[config.mk]
export PLATFORM = sky130hd
export DESIGN_NAME = game_turn_ctrl
export DESIGN_NICKNAME = d
export VERILOG_FILES = /design/src/rtl/game_pkg.sv /design/src/rtl/game_turn_ctrl_line_detect.sv /design/src/rtl/game_turn_ctrl.sv
export SDC_FILE = /design/constraint.sdc
export NUM_CORES = 1
export LEC_CHECK = 0
export BUFFER_PORTS_ARGS = -buffer_cell sky130_fd_sc_hd__clkbuf_2
export CAP_MARGIN = 20
export CORE_MARGIN = 3
export CORE_UTILIZATION = 54
export DETAILED_ROUTE_END_ITERATION = 6
export PLACE_DENSITY = 0.89
export SLEW_MARGIN = 10
export SYNTH_ARGS = -nofsm -noshare
export SYNTH_HDL_FRONTEND = slang
export SYNTH_HIERARCHICAL = 1
export SYNTH_SLANG_ARGS = --single-unit
[constraint.sdc]
create_clock -name clk -period 3.1 [get_ports clk]
set_clock_uncertainty 0.1 [all_clocks]
set_input_delay 0.155 -clock clk [delete_from_list [all_inputs] [get_ports clk]]
set_output_delay 0.155 -clock clk [all_outputs]
set_load 0.02 [all_outputs]
[src/rtl/game_pkg.sv]
// Shared types and constants for the 4x4 two-player game sequencer.
package game_pkg;

    localparam int unsigned N_CELLS = 16;
    localparam int unsigned N_LINES = 10;

    typedef enum logic [1:0] {
        TURN  = 2'd0,
        CHECK = 2'd1,
        OVER  = 2'd2
    } state_t;

    localparam logic [1:0] W_NONE = 2'b00;
    localparam logic [1:0] W_P1   = 2'b01;
    localparam logic [1:0] W_P2   = 2'b10;
    localparam logic [1:0] W_DRAW = 2'b11;

    // Rows, columns, main diagonal, anti-diagonal.
    localparam logic [N_CELLS-1:0] WIN_LINES [N_LINES] = '{
        16'h000F, 16'h00F0, 16'h0F00, 16'hF000,
        16'h1111, 16'h2222, 16'h4444, 16'h8888,
        16'h8421, 16'h1248
    };

    function automatic logic [N_CELLS-1:0] cell_onehot(input logic [3:0] idx);
        cell_onehot      = '0;
        cell_onehot[idx] = 1'b1;
    endfunction

endpackage

[src/rtl/game_turn_ctrl_line_detect.sv]
// Combinational four-in-a-row detector over one player's ownership mask.
module line_detect
    import game_pkg::*;
(
    input  logic [N_CELLS-1:0] mask,
    output logic               win
);

    always_comb begin
        win = 1'b0;
        for (int i = 0; i < int'(N_LINES); i++) begin
            if ((mask & WIN_LINES[i]) == WIN_LINES[i]) begin
                win = 1'b1;
            end
        end
    end

endmodule

[src/rtl/game_turn_ctrl.sv]
// Turn sequencer for a 4x4 four-in-a-row game: move validation, win/draw detection.
// Optional per-turn move deadline enabled by defining MOVE_TIMEOUT_EN.
module game_turn_ctrl
    import game_pkg::*;
#(
    parameter logic [31:0] TIMEOUT_CYCLES = 32'd100_000_000
)
(
    input  logic               clk,
    input  logic               rst_n,
    input  logic               new_game,
    input  logic               play,
    input  logic [3:0]         pos,
    output logic [N_CELLS-1:0] p1_mask,
    output logic [N_CELLS-1:0] p2_mask,
    output logic               turn,
    output logic [N_CELLS-1:0] cell_we,
    output logic               illegal,
    output logic [1:0]         winner,
    output logic               game_over
`ifdef MOVE_TIMEOUT_EN
    ,
    output logic               timeout
`endif
);

    state_t             state;
    logic [N_CELLS-1:0] occupied;
    logic [N_CELLS-1:0] mover_mask;
    logic               mover_win;
`ifdef MOVE_TIMEOUT_EN
    logic [31:0]        tcnt;
`endif

    assign occupied   = p1_mask | p2_mask;
    // In CHECK the mover's register already holds the newly placed stone.
    assign mover_mask = turn ? p2_mask : p1_mask;

    line_detect u_line_detect (
        .mask (mover_mask),
        .win  (mover_win)
    );

    always_ff @(posedge clk or negedge rst_n) begin
        if (!rst_n) begin
            state     <= TURN;
            p1_mask   <= '0;
            p2_mask   <= '0;
            turn      <= 1'b0;
            cell_we   <= '0;
            illegal   <= 1'b0;
            winner    <= W_NONE;
            game_over <= 1'b0;
`ifdef MOVE_TIMEOUT_EN
            tcnt      <= '0;
            timeout   <= 1'b0;
`endif
        end else begin
            cell_we <= '0;
            illegal <= 1'b0;
`ifdef MOVE_TIMEOUT_EN
            timeout <= 1'b0;
`endif
            if (new_game) begin
                state     <= TURN;
                p1_mask   <= '0;
                p2_mask   <= '0;
                turn      <= 1'b0;
                winner    <= W_NONE;
                game_over <= 1'b0;
`ifdef MOVE_TIMEOUT_EN
                tcnt      <= '0;
`endif
            end else begin
                unique case (state)
                    TURN: begin
                        if (play && !occupied[pos]) begin
                            if (turn) p2_mask[pos] <= 1'b1;
                            else      p1_mask[pos] <= 1'b1;
                            cell_we <= cell_onehot(pos);
                            state   <= CHECK;
                        end else begin
                            if (play) illegal <= 1'b1;
`ifdef MOVE_TIMEOUT_EN
                            if (tcnt == TIMEOUT_CYCLES - 32'd1) begin
                                turn    <= ~turn;
                                tcnt    <= '0;
                                timeout <= 1'b1;
                            end else begin
                                tcnt <= tcnt + 32'd1;
                            end
`endif
                        end
                    end
                    CHECK: begin
                        if (mover_win) begin
                            winner    <= turn ? W_P2 : W_P1;
                            game_over <= 1'b1;
                            state     <= OVER;
                        end else if (&occupied) begin
                            winner    <= W_DRAW;
                            game_over <= 1'b1;
                            state     <= OVER;
                        end else begin
                            turn  <= ~turn;
                            state <= TURN;
`ifdef MOVE_TIMEOUT_EN
                            tcnt  <= '0;
`endif
                        end
                    end
                    OVER: begin
                        game_over <= 1'b1;
                    end
                    default: state <= TURN;
                endcase
            end
        end
    end

endmodule
=== After elaboration in Yosys (flattened, before gate mapping) ===
Index checks and enable logic that the tools add are counted.

* Bits of input ports: 8
* Word-level logic and storage cells: 97
* Bits in registers: 55
* Output and inout bits: 53

* Eq/ne operators: 18
* Bitwise gates (word level): 4
* $lt $le $gt $ge: 2
* Reduce and logical (&&, ||, !) cells: 17
* Mux-type cells: 48

{| class="wikitable"
|+ Operators by type and width
! cell !! number
|-
| $mux W16 || 12
|-
| $or A16 B16 Y16 || 3
|-
| $eq A4 B4 Y1 const B || 10
|-
| $mux W1 || 23
|-
| $mux W2 || 9
|-
| $reduce_and A16 Y1 || 1
|-
| $reduce_and A3 Y1 || 3
|-
| $ne A2 B2 Y1 const B || 4
|-
| $reduce_bool A2 Y1 || 4
|-
| $pmux W2 S3 || 1
|-
| $reduce_and A2 Y1 || 3
|-
| $reduce_bool A3 Y1 || 2
|-
| $lt A4 B5 Y1 const B || 1
|-
| $bmux W1 S4 || 1
|-
| $demux W1 S4 || 1
|-
| $ge A4 B1 Y1 const B || 1
|-
| $ne A4 B4 Y1 const B || 1
|-
| $ne A3 B3 Y1 const B || 1
|-
| $eq A2 B1 Y1 const B || 1
|-
| $eq A2 B2 Y1 const B || 1
|-
| $logic_and A1 B1 Y1 || 2
|-
| $logic_not A2 Y1 || 1
|-
| $pmux W1 S2 || 1
|-
| $logic_not A1 Y1 || 1
|-
| $not A1 Y1 || 1
|}

=== Depth between registers and ports, before layout ===
Gate-level depths: netlist of the first run.

* Depth in word-level cells: 15
* Depth in mapped cells: 10
* Depth with buffers taken out: 8

=== By module ===
The synthesis of the first run kept the hierarchy.

{| class="wikitable"
|+ By module, submodules not included
! module !! instances !! cells an instance !! area each (µm²) !! seq. area each (µm²)
|-
| game_turn_ctrl || 1 || 269 || 2587.5 || 1376.3
|-
| line_detect || 1 || 16 || 88.8 || 0.0
|}

=== Least setup slack after synthesis of the first run ===
No wires, ideal clock.

* Kind: flip-flop to flip-flop
* Start point: reg turn
* End point: reg turn
* Buffers on the path: 2
* Data required time: 2.875 ns
* Clock period less this slack: 2.753 ns
* Path slack: 0.347 ns
* Data arrival time: 2.528 ns
* Setup time: 0.125 ns
* Cell stages (with the launch flop): 10
* Path through: dfrtp_1 > clkbuf_1 > clkbuf_1 > o21ai_0 > nand3_1 > a31oi_1 > or4_1 > a31o_2 > nor2b_1 > mux2_2

* Longest elaborated chain between the ends: 14
* Elaborated cells on any way between the ends: 28
* Classes of those cells: eq/ne: 11; mux: 15; bitwise: 1; reduce/logical: 1

{| class="wikitable"
|+ Ends and longest elaborated chain
! item !! RTL line !! source
|-
| start: declaration || game_turn_ctrl.sv:16 || <nowiki>output logic turn,</nowiki>
|-
| start signal: assignment || game_turn_ctrl.sv:105 || <nowiki>turn <= ~turn;</nowiki>
|-
| $mux W16 (*) || game_turn_ctrl.sv:37 || <nowiki>assign mover_mask = turn ? p2_mask : p1_mask;</nowiki>
|-
| net mover_mask[3] || game_turn_ctrl.sv:29 || <nowiki>logic [N_CELLS-1:0] mover_mask;</nowiki>
|-
| $eq A4 B4 Y1 || game_turn_ctrl_line_detect.sv:12 || <nowiki>if ((mask & WIN_LINES[i]) == WIN_LINES[i]) begin</nowiki>
|-
| $mux W1 (9 in series) || game_turn_ctrl_line_detect.sv:12 ||
|-
| $mux W1 (*) || game_turn_ctrl_line_detect.sv:12 ||
|-
| net mover_win || game_turn_ctrl.sv:30 || <nowiki>logic mover_win;</nowiki>
|-
| $ne A2 B2 Y1 (no line) (*) || - ||
|-
| $reduce_and A3 Y1 (no line) (*) || - ||
|}

Mark *: on every way through the listed nets, which the timed path passes. The rest lies on a longest branch. The select of a mux whose other input is x is not followed.
A chain may end at the register's enable or synchronous reset.

=== Worst setup path after layout of the first run ===
* Start point: reg turn
* End point: reg turn

* Elaborated cells on any way between the ends: 28
* Classes of those cells: eq/ne: 11; mux: 15; bitwise: 1; reduce/logical: 1

{| class="wikitable"
|+ RTL lines
! item !! RTL line
|-
| $mux W16 (*) || game_turn_ctrl.sv:37
|-
| net mover_mask[10] || game_turn_ctrl.sv:29
|-
| $eq A4 B4 Y1 || game_turn_ctrl_line_detect.sv:12
|-
| $mux W1 (6 in series) || game_turn_ctrl_line_detect.sv:12
|-
| $mux W1 (*) (2 in series) || game_turn_ctrl_line_detect.sv:12
|-
| net mover_win || game_turn_ctrl.sv:30
|-
| $ne A2 B2 Y1 (no line) (*) || -
|-
| $reduce_and A3 Y1 (no line) (*) || -
|}

Marked as above.

==> metrics.yaml, run 1 <==
status: "finished, final reports clean"
design.die.area_sq_um: 5837
area_growth_pct: 16.08
finalNonFillerCells: 405
route.detailed.drc: 0
cp_max_fo: 39
clkTransAtPathRegs_ps: 100
fmax_ghz: 0.3919
ant_nets: 0
p_per_area_nw_per_um2: 415.0
final_max_slew_viol_count: 0
ys.flop_type: "dfrtp_1"
cts_tree: "done"
num_antenna_cells: 0
synth_cell_types: 41
fin_nets: 347
path_delay_family: "simple AND/OR/NAND/NOR gates"
grt_max_degree: 40
initial_core_util_pct: 58.63
post_dp_cell_area_sq_um: 3005
insertion_delay_ps: 310
setup_viol: 0
critPathKind: "reg -> reg"
yosysSeqAreaShare_pct: 51.43
cp-start-kind: "register"
grt_use_total_pct: 23.30
ctsResizeCount: 0
slowest_delay_ps: 560
first_global_vias: 2229
place_congestion: 1.020
htree_levels: 2
core_area_sq_um: 4564
ys_warn_count: 6
dr_total_vias: 2315
synth-async-reset-ratio_pct: 100.0
syn-num-nets: 293
finalHoldViolations: 0
drt_iter0_markers: 270
grt_pass1_wl_um: 11050
worst-path-buf-inv: 1
hpwl_um: 4861
synth-edff-count: 0
die_x_um: 76.40
rsz0062_at_grt: "false"
viasPerCell: 5.716
pre_cts_ws_ps: 601.3
fin_area_sq_um: 3107
clockBufferDepth: 2
cp-end-kind: "register"
peakVddDrop_mv: 0.2496
grt_overflow: 0
routed_wl_um: 6577
final_cell_mix: "clkbuf_2, dfrtp_1, inv_1"
port_buffers: 60
cp.arrival_ps: 2660
slew_headroom_pct: 45.36
core.rowCount: 24
synthCells: 285
dieHeight_um: 76.40
required_ps: 3200
drive_gt1_share_pct: 24.71
post-place-cells: 396
cts_buffers: 5
crit_chain: "buf_12, nand2_1, o21ai_0, nand3_1, a31oi_1, or4_1, a31o_2, nor2b_1, mux2_2"
num_io_pins: 61
setup_ws_ps: 548.0
routedWlPerCell_um: 16.24
clock-root-buffer: "clkbuf_8"
hp-class: "in -> reg"
maxCapViolCount: 0
fin_crit_sh_pct: 82.32
worst_pin_slew_ps: 819.6
leakage_nw: 1.375
slowest_stage: "or4_1"
final_common_cell: "clkbuf_2"
ys_ff_latch: 55
post_synth.cell_area_avg_sq_um: 9.391
fin_crit_ps: 2552
dr.pass1.iters: 5
netlist_area_sq_um: 2676
antenna_found_initial: 0
cts_num_sinks: 55
setup_tns_ps: 0
==> area by class of cell <==
type	instances	area, sq um
Clock buffer	5	68.82
Clock inverter	3	22.52
Fill cell	416	1458
Inverter	35	131.4
Multi-Input combinational cell	178	1081
Sequential cell	55	1376
Tap cell	65	81.33
Timing Repair Buffer	64	345.3
==> tightest hold or removal path, stage by stage <==
cell	delay, ps
clkbuf_2	110
nand2b_1	120
nor3_1	70
==> registers in the layout (all words and copies together), names as in the netlist <==
register   flops
cell_we       16
p1_mask       16
p2_mask       16
state          2
winner         2
game_over      1
illegal        1
turn           1
==> synth_stat cells, drive strengths merged (3+ instances only) <==
library cell | count | area [sq um]
a21oi | 4 | 20.02
a31oi | 3 | 18.77
buf | 8 | 53.80
clkbuf | 9 | 33.78
dfrtp | 55 | 1376
inv | 35 | 131.4
nand2 | 31 | 116.4
nand2b | 5 | 31.28
nand3 | 8 | 45.04
nand4 | 10 | 68.81
nor2 | 13 | 56.30
nor2b | 6 | 45.04
nor3 | 16 | 80.08
nor3b | 4 | 30.03
nor4 | 4 | 25.02
o21ai | 20 | 100.1
o22ai | 34 | 244.0
or2 | 4 | 25.03
==> cells by family after synthesis <==
family | after synthesis | synth area share (%)
buffers and inverters | 52 | 8.181
and+or+nand+nor | 105 | 20.76
muxes | 1 | 0.4207
AOI/OAI and AO/OA | 72 | 19.22
DFF | 55 | 51.43
==> metal layers <==
layer / GRT usage, % / vias to the layer above / wire, um
li1: - / 1115 / -
met1: 33.90 / 1097 / 2964
met2: 36.47 / 96 / 3187
met3: 3.310 / 7 / 358
met4: 6.703 / 0 / 66
met5: 0 / - / 0
==> worst paths after layout <==
check,slack [ps],depth (start not counted),endpoint,start
setup / recovery,550,9,turn,turn
min in group asynchronous,360,2,p1_mask[13],rst_n
setup reg to reg,550,9,turn,turn
max in group asynchronous,1760,3,cell_we[10],rst_n
hold reg to reg,440,2,game_over,game_over
hold / removal,90,3,cell_we[9],pos[3]
==> repair_timing <==
item / in CTS / in global routing
endpoints found under the hold margin: 32 / 0
hold buffers: 1 / 0
setup buffers: 0 / 0
==> power by group <==
| part | internal (W) | switching [W] |
|---|---|---|
| Clock | 0.000164 | 0.000242 |
| Combinational | 0.0000429 | 0.000108 |
| Sequential | 0.000725 | 0.00000687 |
==> per-stage QoR <==
| stage | hold slack [ps] | power (W) | utilization, % |
|---|---|---|---|
| floorplan | -240.6 | 0.0008469 | - |
| global placement | 163.5 | 0.0008915 | 65.84 |
| detailed placement | 187.5 | 0.0008953 | 65.84 |
| CTS | 83.64 | 0.001300 | 68.06 |
| global route | 134.4 | 0.001344 | 68.06 |
| finish | 86.53 | 0.001289 | 68.06 |
Power figures use the tool's default switching activity.
==> inputs of run 2 (changes only) <==
--- a/config.mk
+++ b/config.mk
@@ -5,10 +5,11 @@
 export SDC_FILE = /design/constraint.sdc
 export NUM_CORES = 1
 export LEC_CHECK = 0
+export ABC_AREA = 1
 export BUFFER_PORTS_ARGS = -buffer_cell sky130_fd_sc_hd__clkbuf_2
 export CAP_MARGIN = 20
 export CORE_MARGIN = 3
-export CORE_UTILIZATION = 54
+export CORE_UTILIZATION = 55
 export DETAILED_ROUTE_END_ITERATION = 6
 export PLACE_DENSITY = 0.89
 export SLEW_MARGIN = 10
==> constraint.sdc (replaced) <==
create_clock -name clk -period 2.7 [get_ports clk]
set_clock_uncertainty 0.1 [all_clocks]
set_input_delay 0.135 -clock clk [delete_from_list [all_inputs] [get_ports clk]]
set_output_delay 0.135 -clock clk [all_outputs]
set_load 0.02 [all_outputs]
==> run 2 against run 1 <==
Net effect: critical path depth grew 5; sequential power grew 28%; design area is 15% higher; clock-buffer cell count increased by 3; global-route usage rose by 4.2 points; synthesized cell count is 58% higher; maximum frequency increased by 16%; sequential share of layout area shrank 5.9 points; sequential cell count is the same; cell count grew 43%; wire length is 29% higher; register-to-register slack got worse by 40 ps; largest cell class is now multi-input combinational cells; highest routed layer unchanged.
==> metrics.yaml, run 2 <==
p_sw_w: 0.0007182  # +100%
status: "finished, final reports clean"
required_ps: 2850  # -350 ps
yosysSeqAreaShare_pct: 44.25  # -7.2 points
synth_common_cells: "nand2_1, inv_1, dfrtp_1"
synth_mux_area_share_pct: 0  # -0.42 points
cts_num_sinks: 55  # unchanged
finalNonFillerCells: 580  # +43%
ant_nets: 0  # unchanged
grt_overflow: 0  # unchanged
insertion_delay_ps: 310  # about the same
routedWlPerCell_um: 14.67  # -9.6%
synth_xor_area_share_pct: 0  # unchanged
cp-end-kind: "register"
synth_most_common_cell: "nand2_1"
rsz0062_at_grt: "false"
synthSimpleGateAreaFrac_pct: 36.28  # +16 points
num_io_pins: 61  # unchanged
regArea_sq_um: 1376  # unchanged
core_area_sq_um: 5303  # +16%
final_cell_mix: "nand2_1, clkbuf_2, inv_1"
grt_use_total_pct: 27.49  # +4.2 points
cp.arrival_ps: 2340  # -320 ps
p_seq_share_pct: 47.2  # -9.6 points
synthTopCellsByArea: "dfrtp_1, nand2_1, inv_1, nand3_1, a21oi_1"
peakVddDrop_mv: 0.3050  # +22%
post_synth.cell_area_avg_sq_um: 6.928  # -26%
cts_setup_buffers: 0  # unchanged
dr.pass1.iters: 6  # +1
clkTransAtPathRegs_ps: 90  # about the same
cp_max_fo: 21  # -46%
port_buffers: 60  # unchanged
num_antenna_cells: 0  # unchanged
timing.hold.ws_ps: 23.15  # -63.39 ps
cp-start-kind: "register"
grt_max_degree: 56  # +40%
fin_crit_ps: 2194  # -358.4 ps
hold_buffers: 2  # +1
setup_tns_ps: 0  # unchanged
pre_cts_ws_ps: 618.8  # +17.55 ps
clock-root-buffer: "clkbuf_8"
core.rowCount: 26  # +8.3%
ys_ff_latch: 55  # unchanged
pwr-share-clk_pct: 24.6  # -6.9 points
cts_buffers: 5  # unchanged
finalHoldViolations: 0  # unchanged
hpwl_um: 6452  # +33%
setup_viol: 0  # unchanged
cts_tree: "done"
syn-num-nets: 457  # +56%
n_fill_cell: 443  # +6.5%
post-place-cells: 570  # +44%
worst_pin_slew_ps: 475.9  # -343.7 ps
hp-class: "in -> reg"
multiInputGateArea_sq_um: 1414  # +31%
p_comb_share_pct: 28.2  # +16 points
htree_levels: 2  # unchanged
clockBufferDepth: 2  # unchanged
synth_compound_area_share_pct: 9.171  # -10 points
routed_wl_um: 8510  # +29%
slew_headroom_pct: 67.94  # +23 points
yosysTopAreaCellShare_pct: 44.25  # -7.2 points
fin_nets: 517  # +49%
area_growth_pct: 15.25
dr_total_vias: 3128  # +35%
first_global_vias: 2860  # +28%
viasPerCell: 5.393  # -5.6%
fin_crit_sh_pct: 81.24  # -1.1 points
setup_ws_ps: 506.4  # -41.62 ps
slowest_delay_ps: 430  # -130 ps
synth-async-reset-ratio_pct: 100.0  # unchanged
design.die.area_sq_um: 6593  # +13%
switching_share_pct: 36.18  # +8.5 points
drive_gt1_share_pct: 19.02  # -5.7 points
fmax_ghz: 0.4559  # +16%
ys.flop_type: "dfrtp_1"
final_max_slew_viol_count: 0  # unchanged
antenna_found_initial: 0  # unchanged
netlist_area_sq_um: 3110  # +16%
synth_fa_ha_area_share_pct: 0  # unchanged
yosysTopAreaCell: "dfrtp_1"
synth_cell_types: 22  # -46%
leakage_nw: 2.061  # +50%
route.detailed.drc: 0  # unchanged
die_x_um: 81.20  # +6.3%
crit_chain: "buf_4, o21ai_0, nand2_1, inv_1, nand2_1, nand2_1, nor2_1, nand3_1, inv_1, nand2_1, nand2_1, nor2_1, o21ai_0, nand2_1"
cp_common_cell: "nand2_1"
synth-edff-count: 0  # unchanged
maxCapViolCount: 0  # unchanged
ys_warn_count: 6  # unchanged
drt_iter0_markers: 306  # +13%
place_congestion: 0.9528  # -6.6%
synth_top_family_by_area: "simple AND/OR/NAND/NOR gates"
top_regs: "cell_we x16, p1_mask x16, p2_mask x16"
slowest_stage: "o21ai_0"
final_common_cell: "nand2_1"
fin_util_pct: 67.60  # -0.46 points
dieHeight_um: 81.20  # +6.3%
grt_pass1_wl_um: 13830  # +25%
synthCells: 449  # +58%
p_per_area_nw_per_um2: 553.8  # +33%
critPathKind: "reg -> reg"
ctsResizeCount: 0  # unchanged
p_int_w: 0.001267  # +36%
initial_core_util_pct: 58.66  # about the same
## run 2: changes by cell type after synthesis, sizes merged, moves of 3 or more
cell / delta
nor3b: -4
nor2: +30
nor2b: -6
nand4: -5
o22ai: -34
nand3: +33
nand2b: -5
nand2: +141
nor4: -4
a31oi: -3
or2: -4
a21oi: +32
nor3: -16
inv: +25
## run 2: path summary, 6_finish.rpt
kind / startpoint / to / slack [ps] / depth (start not counted)
setup / recovery: turn / winner[0] / 510 / 14
hold / removal: play / illegal / 20 / 3
setup reg to reg: turn / winner[0] / 510 / 14
hold reg to reg: p1_mask[4] / p1_mask[4] / 410 / 2
max in group asynchronous: rst_n / p2_mask[12] / 2000 / 3
min in group asynchronous: rst_n / cell_we[0] / 260 / 3
## run 2: layer usage
layer,up-vias,part of all wire [%],track usage (%)
li1,1511,-,-
met1,1436,44,38.79
met2,162,48,43.92
met3,19,7.2,4.878
met4,0,1.5,6.757
met5,-,0,0
## run 2: through the flow
stage | total power, W | area [sq um]
CTS | 0.001994 | 3585
global placement | 0.001489 | 3465
detailed placement | 0.001503 | 3465
floorplan | 0.001329 | 3110
global route | 0.002102 | 3585
finish | 0.001985 | 3585
## run 2: worst max-delay path: cells and delay by family (launching register included)
| family | cells | cell delay (ps) |
|---|---|---|
| buffers and inverters | 3 | 340 |
| and+or+nand+nor | 9 | 760 |
| AOI/OAI and AO/OA | 2 | 530 |
| DFF | 1 | 400 |
## run 2: power by group through the flow
stage	clock (W)	combinational (W)	sequential, W
final	0.000488	0.000561	0.000936
after global routing	0.000539	0.000618	0.000945
after CTS	0.000502	0.000556	0.000936
after detailed placement	0	0.000551	0.000952
after global placement	0	0.000541	0.000948
after floorplan	0	0.000317	0.00101
## run 2: kinds of logic (layout without fill, tap and decap cells)
kind of cell    count (synthesis)  after routing
compound gates                 57             57
buf+inv                        76            137
flops                          55             55
simple gates                  261            261
## run 2: layout make-up
class	instances	share of cell area [%]
well taps	70	2.443
clock buffers	8	2.792
inverters	61	6.387
repair buffers	68	10.54
flip-flops and latches	55	38.39
multi-input cells	318	39.44
